**config.mk**
```make
export PLATFORM = sky130hd
export DESIGN_NAME = row_len_gen
export DESIGN_NICKNAME = d
export VERILOG_FILES = /design/src/rtl/spmv_pkg.sv /design/src/rtl/axis_skid_buf.sv /design/src/rtl/row_len_gen.sv
export SDC_FILE = /design/constraint.sdc
export NUM_CORES = 1
export LEC_CHECK = 0
export BUFFER_PORTS_ARGS = -buffer_cell sky130_fd_sc_hd__buf_2
export CAP_MARGIN = 20
export CORE_UTILIZATION = 40
export DETAILED_ROUTE_END_ITERATION = 10
export SYNTH_ARGS = -nofsm -noshare
export SYNTH_HDL_FRONTEND = slang
export SYNTH_SLANG_ARGS = --single-unit
export TNS_END_PERCENT = 30
```
**constraint.sdc**
```tcl
create_clock -name clk -period 3.08 [get_ports clk]
set_input_delay 0.308 -clock clk [delete_from_list [all_inputs] [get_ports clk]]
set_output_delay 0.308 -clock clk [all_outputs]
set_load 0.02 [all_outputs]
```
**src/rtl/spmv_pkg.sv**
```systemverilog
// spmv_pkg: definitions shared by the SpMV pipeline stages.
//   PTR_W_DEF   - default width of CSR row pointers and row lengths
//   row_state_t - row_len_gen state encoding
package spmv_pkg;

  localparam int unsigned PTR_W_DEF = 32;

  typedef enum logic {
    ST_BASE = 1'b0,  // next beat is the first pointer of a matrix
    ST_RUN  = 1'b1   // next beats produce row lengths
  } row_state_t;

endpackage

```
**src/rtl/axis_skid_buf.sv**
```systemverilog
// axis_skid_buf: 2-entry AXI-Stream skid buffer.
// Outputs come straight from registers. The upstream ready is derived
// only from the registered fill level, so no combinational path runs
// from i_out_ready to o_in_ready.
//   clk, rst     - clock, synchronous active-high reset
//   i_in_valid   - push request
//   i_in_data    - push data (W bits)
//   o_in_ready   - buffer can take a beat this cycle
//   o_out_valid  - head entry valid
//   o_out_data   - head entry data (W bits)
//   i_out_ready  - downstream accepts the head entry
module axis_skid_buf #(
  parameter int unsigned W = 32
) (
  input  logic         clk,
  input  logic         rst,
  input  logic         i_in_valid,
  input  logic [W-1:0] i_in_data,
  output logic         o_in_ready,
  output logic         o_out_valid,
  output logic [W-1:0] o_out_data,
  input  logic         i_out_ready
);

  logic [W-1:0] r_head;
  logic [W-1:0] r_skid;
  logic [1:0]   r_cnt;
  logic         w_pop;
  logic         w_push;

  assign o_in_ready  = !rst && (r_cnt != 2'd2);
  assign o_out_valid = (r_cnt != 2'd0);
  assign o_out_data  = r_head;
  assign w_pop       = o_out_valid && i_out_ready;
  // A caller may push into a full buffer in the same cycle as a pop.
  assign w_push      = i_in_valid && !rst && ((r_cnt != 2'd2) || w_pop);

  always_ff @(posedge clk) begin
    if (rst) begin
      r_head <= '0;
      r_skid <= '0;
      r_cnt  <= '0;
    end else begin
      case ({w_push, w_pop})
        2'b10: begin
          if (r_cnt == 2'd0) r_head <= i_in_data;
          else               r_skid <= i_in_data;
          r_cnt <= r_cnt + 2'd1;
        end
        2'b01: begin
          r_head <= r_skid;
          r_cnt  <= r_cnt - 2'd1;
        end
        2'b11: begin
          if (r_cnt == 2'd1) begin
            r_head <= i_in_data;
          end else begin
            r_head <= r_skid;
            r_skid <= i_in_data;
          end
        end
        default: ;
      endcase
    end
  end

endmodule

```
**src/rtl/row_len_gen.sv**
```systemverilog
// row_len_gen: converts a CSR row-pointer stream into a row-length stream.
// The first pointer of each matrix is a base; every following pointer
// yields (ptr - previous ptr). A decreasing pointer sets sticky ptr_err
// and yields length 0.
//   clk, rst        - clock, synchronous active-high reset
//   s_ptr_valid/data/last/ready - row-pointer AXIS input
//   times_valid/data/ready      - row-length AXIS output (registered)
//   rows_out        - rows emitted in the current matrix
//   mat_done        - pulse when the final beat of a matrix is accepted
//   ptr_err         - sticky decreasing-pointer flag
module row_len_gen
  import spmv_pkg::*;
#(
  parameter bit          SKIP_EMPTY = 1'b0,
  parameter int unsigned PTR_W      = PTR_W_DEF
) (
  input  logic             clk,
  input  logic             rst,
  input  logic             s_ptr_valid,
  input  logic [PTR_W-1:0] s_ptr_data,
  input  logic             s_ptr_last,
  output logic             s_ptr_ready,
  output logic             times_valid,
  output logic [PTR_W-1:0] times_data,
  input  logic             times_ready,
  output logic [PTR_W-1:0] rows_out,
  output logic             mat_done,
  output logic             ptr_err
);

  row_state_t       r_state;
  row_state_t       w_state_nxt;
  logic [PTR_W-1:0] r_prev;
  logic [PTR_W-1:0] r_rows;
  logic             r_err;
  logic             w_acc;
  logic             w_dec;
  logic [PTR_W-1:0] w_len;
  logic             w_push;
  logic             w_base;
  logic             w_done;

  assign w_acc = s_ptr_valid && s_ptr_ready;
  assign w_dec = (s_ptr_data < r_prev);
  assign w_len = w_dec ? '0 : (s_ptr_data - r_prev);

  always_comb begin
    w_state_nxt = r_state;
    w_push      = 1'b0;
    w_base      = 1'b0;
    w_done      = 1'b0;
    if (w_acc) begin
      case (r_state)
        ST_BASE: begin
          w_base = 1'b1;
          if (s_ptr_last) w_done = 1'b1;
          else            w_state_nxt = ST_RUN;
        end
        ST_RUN: begin
          w_push = !(SKIP_EMPTY && (w_len == '0));
          if (s_ptr_last) begin
            w_done      = 1'b1;
            w_state_nxt = ST_BASE;
          end
        end
        default: w_state_nxt = ST_BASE;
      endcase
    end
  end

  always_ff @(posedge clk) begin
    if (rst) begin
      r_state <= ST_BASE;
      r_prev  <= '0;
      r_rows  <= '0;
      r_err   <= 1'b0;
    end else begin
      r_state <= w_state_nxt;
      if (w_acc) r_prev <= s_ptr_data;
      if (w_base)      r_rows <= '0;
      else if (w_push) r_rows <= r_rows + PTR_W'(1);
      if (w_acc && (r_state == ST_RUN) && w_dec) r_err <= 1'b1;
    end
  end

  axis_skid_buf #(.W(PTR_W)) u_buf (
    .clk         (clk),
    .rst         (rst),
    .i_in_valid  (w_push),
    .i_in_data   (w_len),
    .o_in_ready  (s_ptr_ready),
    .o_out_valid (times_valid),
    .o_out_data  (times_data),
    .i_out_ready (times_ready)
  );

  assign rows_out = r_rows;
  assign mat_done = w_done;
  assign ptr_err  = r_err;

endmodule

```
; Word-level counts from Yosys, hierarchy flattened
; Index checks and enable logic that the tools add are counted.
[op_classes]
n_eq_ne = 8
n_mux = 15
magnitude_cmp = 1
addsub = 4
n_reduce_logical = 17
[op_table]
columns = op, n
row1 = 32-bit two-way mux, 5
row2 = 32-bit one-hot mux with 3 select lines, 1
row3 = 32-bit one-hot mux with 2 select lines, 1
row4 = 32-bit by 1-bit adder with 32-bit output (second input constant), 1
row5 = 32-bit less-than comparator, 1
row6 = 32-bit subtractor, 1
row7 = 1-bit logical AND, 7
row8 = 1-bit two-way mux, 7
row9 = 2-bit != test (second input constant), 3
row10 = 2-bit nonzero test, 3
row11 = 2-bit by 1-bit equality test with 1-bit output (second input constant), 2
row12 = 2-bit equality test (second input constant), 2
row13 = 2-bit one-hot mux with 2 select lines, 1
row14 = 3-bit AND reduction, 1
row15 = 3-bit nonzero test, 1
row16 = 2-bit by 1-bit adder with 2-bit output (second input constant), 1
row17 = 2-bit logical NOT, 1
row18 = 2-bit by 1-bit != test with 1-bit output (second input constant), 1
row19 = 2-bit AND reduction, 1
row20 = 2-bit OR reduction, 1
row21 = 2-bit by 1-bit subtractor with 2-bit output (second input constant), 1
row22 = 1-bit logical NOT, 1
row23 = 1-bit logical OR, 1
[totals]
input_bits = 37
ff_bits = 132
output_inout_bits = 68
wordCells = 52

; Longest topological paths before layout
[depth]
depth_word = 9
ltp_mapped = 14

; Hierarchy
; A second synthesis with hierarchy kept.
[hier_totals]
hier_cells = 934
hier_area_um2 = 7173.1
[by_module_without_submodules]
columns = module, seq_area_each_um2, cells_per_inst, n_inst, area_each_um2
row1 = row_len_gen, 1321.3, 580, 1, 4400.5
row2 = axis_skid_buf, 1321.3, 354, 1, 2772.7

; Least setup slack after synthesis
; OpenSTA, ideal clock, no wires.
[synth_timing]
path_type = input to register
start = in s_ptr_data[0]
end = reg u_buf.r_head[29] (netlist: u_buf.o_out_data[29])
stages = 14
setup_ps = 79
t_required_ps = 3001
slack_ps = 233
arrival_time_ps = 2767
path_cell_list = inv_1 > ha_1 > fa_1 > nand2b_1 > a211oi_2 > o21ai_1 > a31o_1 > and4b_1 > or2_1 > buf_6 > nor2_8 > buf_6 > a32oi_1 > a211oi_2
[synth_via]
elab_chain_cells = 4
word_cells_on_any_way = 6
[synth_lines]
columns = element, line
row1 = from (decl), row_len_gen.sv:20  ; input logic [PTR_W-1:0] s_ptr_data,
row2 = 32-bit subtractor / 32-bit less-than comparator (equally long branches), "row_len_gen.sv:45, row_len_gen.sv:44"
row3 = 32-bit two-way mux *, row_len_gen.sv:45  ; assign w_len = w_dec ? '0 : (s_ptr_data - r_prev);
row4 = 32-bit two-way mux (on tied branches), "axis_skid_buf.sv:55, axis_skid_buf.sv:46"
row5 = 32-bit one-hot mux with 3 select lines *, axis_skid_buf.sv:44  ; case ({w_push, w_pop})
row6 = to (signal assigned), axis_skid_buf.sv:46  ; if (r_cnt == 2'd0) r_head <= i_in_data;
row7 = to (signal assigned), axis_skid_buf.sv:56  ; r_head <= i_in_data;
row8 = to (signal assigned), axis_skid_buf.sv:58  ; r_head <= r_skid;
row9 = to (decl), axis_skid_buf.sv:25  ; logic [W-1:0] r_head;
; Every way passes the cells marked *; elsewhere a longest branch is shown, timed or not. The select of a mux whose other input is x is not followed.
; A chain may end at the register's enable or synchronous reset.

; Final worst setup path
[layout_timing]
start = reg r_prev[5]
end = reg u_buf.r_head[29] (netlist: u_buf.o_out_data[29])
[layout_via]
elab_chain_cells = 4
word_cells_on_any_way = 6
[layout_lines]
columns = element, line
row1 = from (decl), row_len_gen.sv:33  ; logic [PTR_W-1:0] r_prev;
row2 = from (signal assigned), row_len_gen.sv:79  ; if (w_acc) r_prev <= s_ptr_data;
row3 = 32-bit subtractor / 32-bit less-than comparator (equally long branches), "row_len_gen.sv:45, row_len_gen.sv:44"
row4 = 32-bit two-way mux *, row_len_gen.sv:45
row5 = 32-bit two-way mux (on tied branches), "axis_skid_buf.sv:55, axis_skid_buf.sv:46"
row6 = 32-bit one-hot mux with 3 select lines *, axis_skid_buf.sv:44
; Marked as above.

==> flow_summary.toml <==
[synthesis]
yosysSeqAreaShare_pct = 38.1
syn_inst = 857
avgSynthCellArea_sq_um = 8.09
ys_seq_elements = 132
ys_types = 55
syn_nets = 934
yosys_warnings = 0
synth_area_sq_mm = 0.00693
synth-main-ff-cell = "dfxtp_1"
synth-edff-count = 0
synthArstFlopShare_pct = 0

[clock_tree]
clk_pin_slew_ns = 0.06
htree_levels = 4
cts_root_buffer = "clkbuf_16"
clkSinkCount = 132
cts_buffers = 17
clk_path_buf_depth = 2
tritoncts = "built"
clk_latency_ns = 0.42
ctsHoldBuffers = 0

[pwr]
power.internal_mw = 4.15
p_per_area_mw_per_mm2 = 775
p_clk_share_pct = 31.9
p_leak_nw = 3.66
p_comb_share_pct = 36.2
sw_frac_of_total_pct = 37.3
seq_power_share_pct = 31.9
ir_worst_vdd_mv = 0.562
p_switching_mw = 2.47

[critical_path]
slowest_delay_ns = 0.36
start_kind = "flip-flop"
worstPathCellList = "inv_1 > ha_1 > a21oi_1 > o22ai_1 > nor2_1 > a2111oi_2 > buf_4 > nor3_2 > buf_4 > a211oi_1 > or3_1 > a32oi_1 > a211oi_2"
arrival_ns = 3.16
worst-path-buf-inv = 3
crit_start = "r_prev[5]"
cp_num_cells = 13
path_max_fanout = 5
end_kind = "flip-flop"
reg2reg_to = "u_buf.o_out_data[29]"
crit_slowest_cell = "or3_1"
crit_type = "flip-flop to flip-flop"
cp_data_required_time_ns = 3.34
worst_path_most_repeated_cell = "buf_4"
path_delay_family = "compound AO/OA/AOI/OAI gates"
reg2reg_depth = 13
timing.rr.start = "r_prev[5]"
rrSetupSlack_ns = 0.17
crit_path_end = "u_buf.o_out_data[29]"

[placement]
place_ws_ns = -0.0196
io_buffers = 104
globalplace.congestion = 0.820
hpwl_um = 12600
dpl_cell_area_sq_mm = 0.00788
dp_cells = 1177

[sta]
slew_violations = 0
fin_ws_ns = 0.173
fin_crit_ns = 2.91
rsz0062_at_grt = "no"
maxSlewHeadroom_pct = 31.3
finalCritPeriodShare_pct = 94.4
finClkSkew_ns = 0.00702
clock.fmax_mhz = 344
setup-violations-final = 0
worst_slew_pin_slew_ns = 1.03
hold_violations = 0

[routing]
ant_nets = 0
drt-initial-drc-count = 315
routedWlPerCell_um = 14.5
drtPass1Iterations = 4
vias = 6247
wl_um = 17500
via_per_inst = 5.16
drc = 0

[cells_and_area]
final_cell_area_sq_mm = 0.00853
area_growth_pct = 23.1
diodes = 0
nNetsFinal = 1054
drive_gt1_share_pct = 20.0
multi_input_area_sq_mm = 0.00397
seqCellArea_sq_mm = 0.00264
finalNonFillerCells = 1210
mostFrequentLayoutCells = "132 x dfxtp_1, 103 x buf_2, 99 x nor2_1, 85 x nand2_1, 75 x a21oi_1"
fillers = 1652
final_common_cell = "dfxtp_1"

[global_routing]
grt_pass1_vias = 5719
grt_overflow = 0
grt_usage_pct = 20.3
grt_pass1_wl_um = 29100
antenna_found_initial = 0
grt_max_degree = 95

[die]
ios = 105
dieHeight_um = 134
initial_core_util_pct = 41.4
dieArea_sq_mm = 0.0179
fp.dieW_um = 134
core.rowCount = 47
core_area_sq_mm = 0.0168

[worst_hold_path]
hold_path.class = "input pin to flip-flop"

[status]
status = "finished clean"

[run]
maxCapViolCount = 0
## metrics by stage
step	utilization (%)	total power, mW	hold WS, ns	setup TNS (ns)
final	50.9	6.62	0.105	0
after floorplan	-	3.72	0.416	0
after global routing	50.9	7.01	0.0956	0
after CTS	50.7	6.65	0.0947	0
after global placement	47.0	4.50	0.439	0
after detailed placement	47.0	4.52	0.445	-0.0196
## cell type report
cell class	count	share of cell area, %
Inverter	48	2.11
Clock buffer	17	4.98
Multi-Input combinational cell	633	46.5
Timing Repair Buffer	145	9.93
Sequential cell	132	31.0
Clock inverter	15	2.24
Tap cell	220	3.23
## state kept, by name, indices dropped and copies added (netlist names)
signal            count
ptr_err               1
u_buf.r_cnt           2
r_prev               32
rows_out             32
u_buf.o_out_data     32
u_buf.r_skid         32
r_state               1
## routing by layer
| metal | GRT usage, % | up-vias | part of all wire (%) |
|---|---|---|---|
| li1 | - | 3263 | - |
| met1 | 28.9 | 2838 | 50 |
| met2 | 31.0 | 126 | 44 |
| met3 | 3.16 | 20 | 3.9 |
| met4 | 6.88 | 0 | 1.6 |
| met5 | 0 | - | 0 |
## power groups by stage
stage	clock, mW	sequential, mW	combinational [mW]
3_5_place_dp	0	2.15	2.37
3_3_place_gp	0	2.15	2.36
2_1_floorplan	0	2.32	1.39
5_1_grt	2.23	2.14	2.64
6_report	2.11	2.11	2.39
4_1_cts	2.15	2.11	2.39
## repair_timing
item                                    CTS  global route
gates resized for setup                   0             9
setup buffers                             0             1
endpoints found under the setup margin    0            46
## worst min-delay path: cells and delay by family
family / cells / cell delay [ns]
buf+inv: 1 / 0.09
compound gates: 1 / 0.05
simple gates: 1 / 0.04
## kinds of logic after synthesis
family	synth area share, %
buf+inv	5.25
xor+xnor	7.20
simple gates	20.1
fa+ha+maj	7.33
flops	38.1
compound gates	22.0
## Yosys cell counts (8+ instances only)
master    instances  area share (%)
ha_1             39             7.0
nand3_1          25             1.8
nand2_1          85             4.6
dfxtp_1         132              38
and3_1           10            0.90
a221oi_1         19             2.4
a21o_1           14             1.5
xor2_1           38             4.8
nor3_1           35             2.5
nor2_1          100             5.4
a21oi_1          76             5.5
clkbuf_1         34             1.8
xnor2_1          19             2.4
nand4_1           8            0.72
inv_1            48             2.6
o31ai_1          33             3.6
o21ai_0          46             3.3
## how the worst min path moves through the flow
stage	start	to	slack, ns	cells past startpoint
finish	s_ptr_data[21]	r_prev[21]	0.10	3
global route	s_ptr_data[21]	r_prev[21]	0.1	3
CTS	s_ptr_data[21]	r_prev[21]	0.09	3
detailed placement	u_buf.r_skid[6]	u_buf.r_skid[6]	0.44	2
global placement	u_buf.r_skid[6]	u_buf.r_skid[6]	0.44	2
floorplan	s_ptr_data[10]	r_prev[10]	0.42	2
No activity file was read; power rests on OpenSTA's default activity.
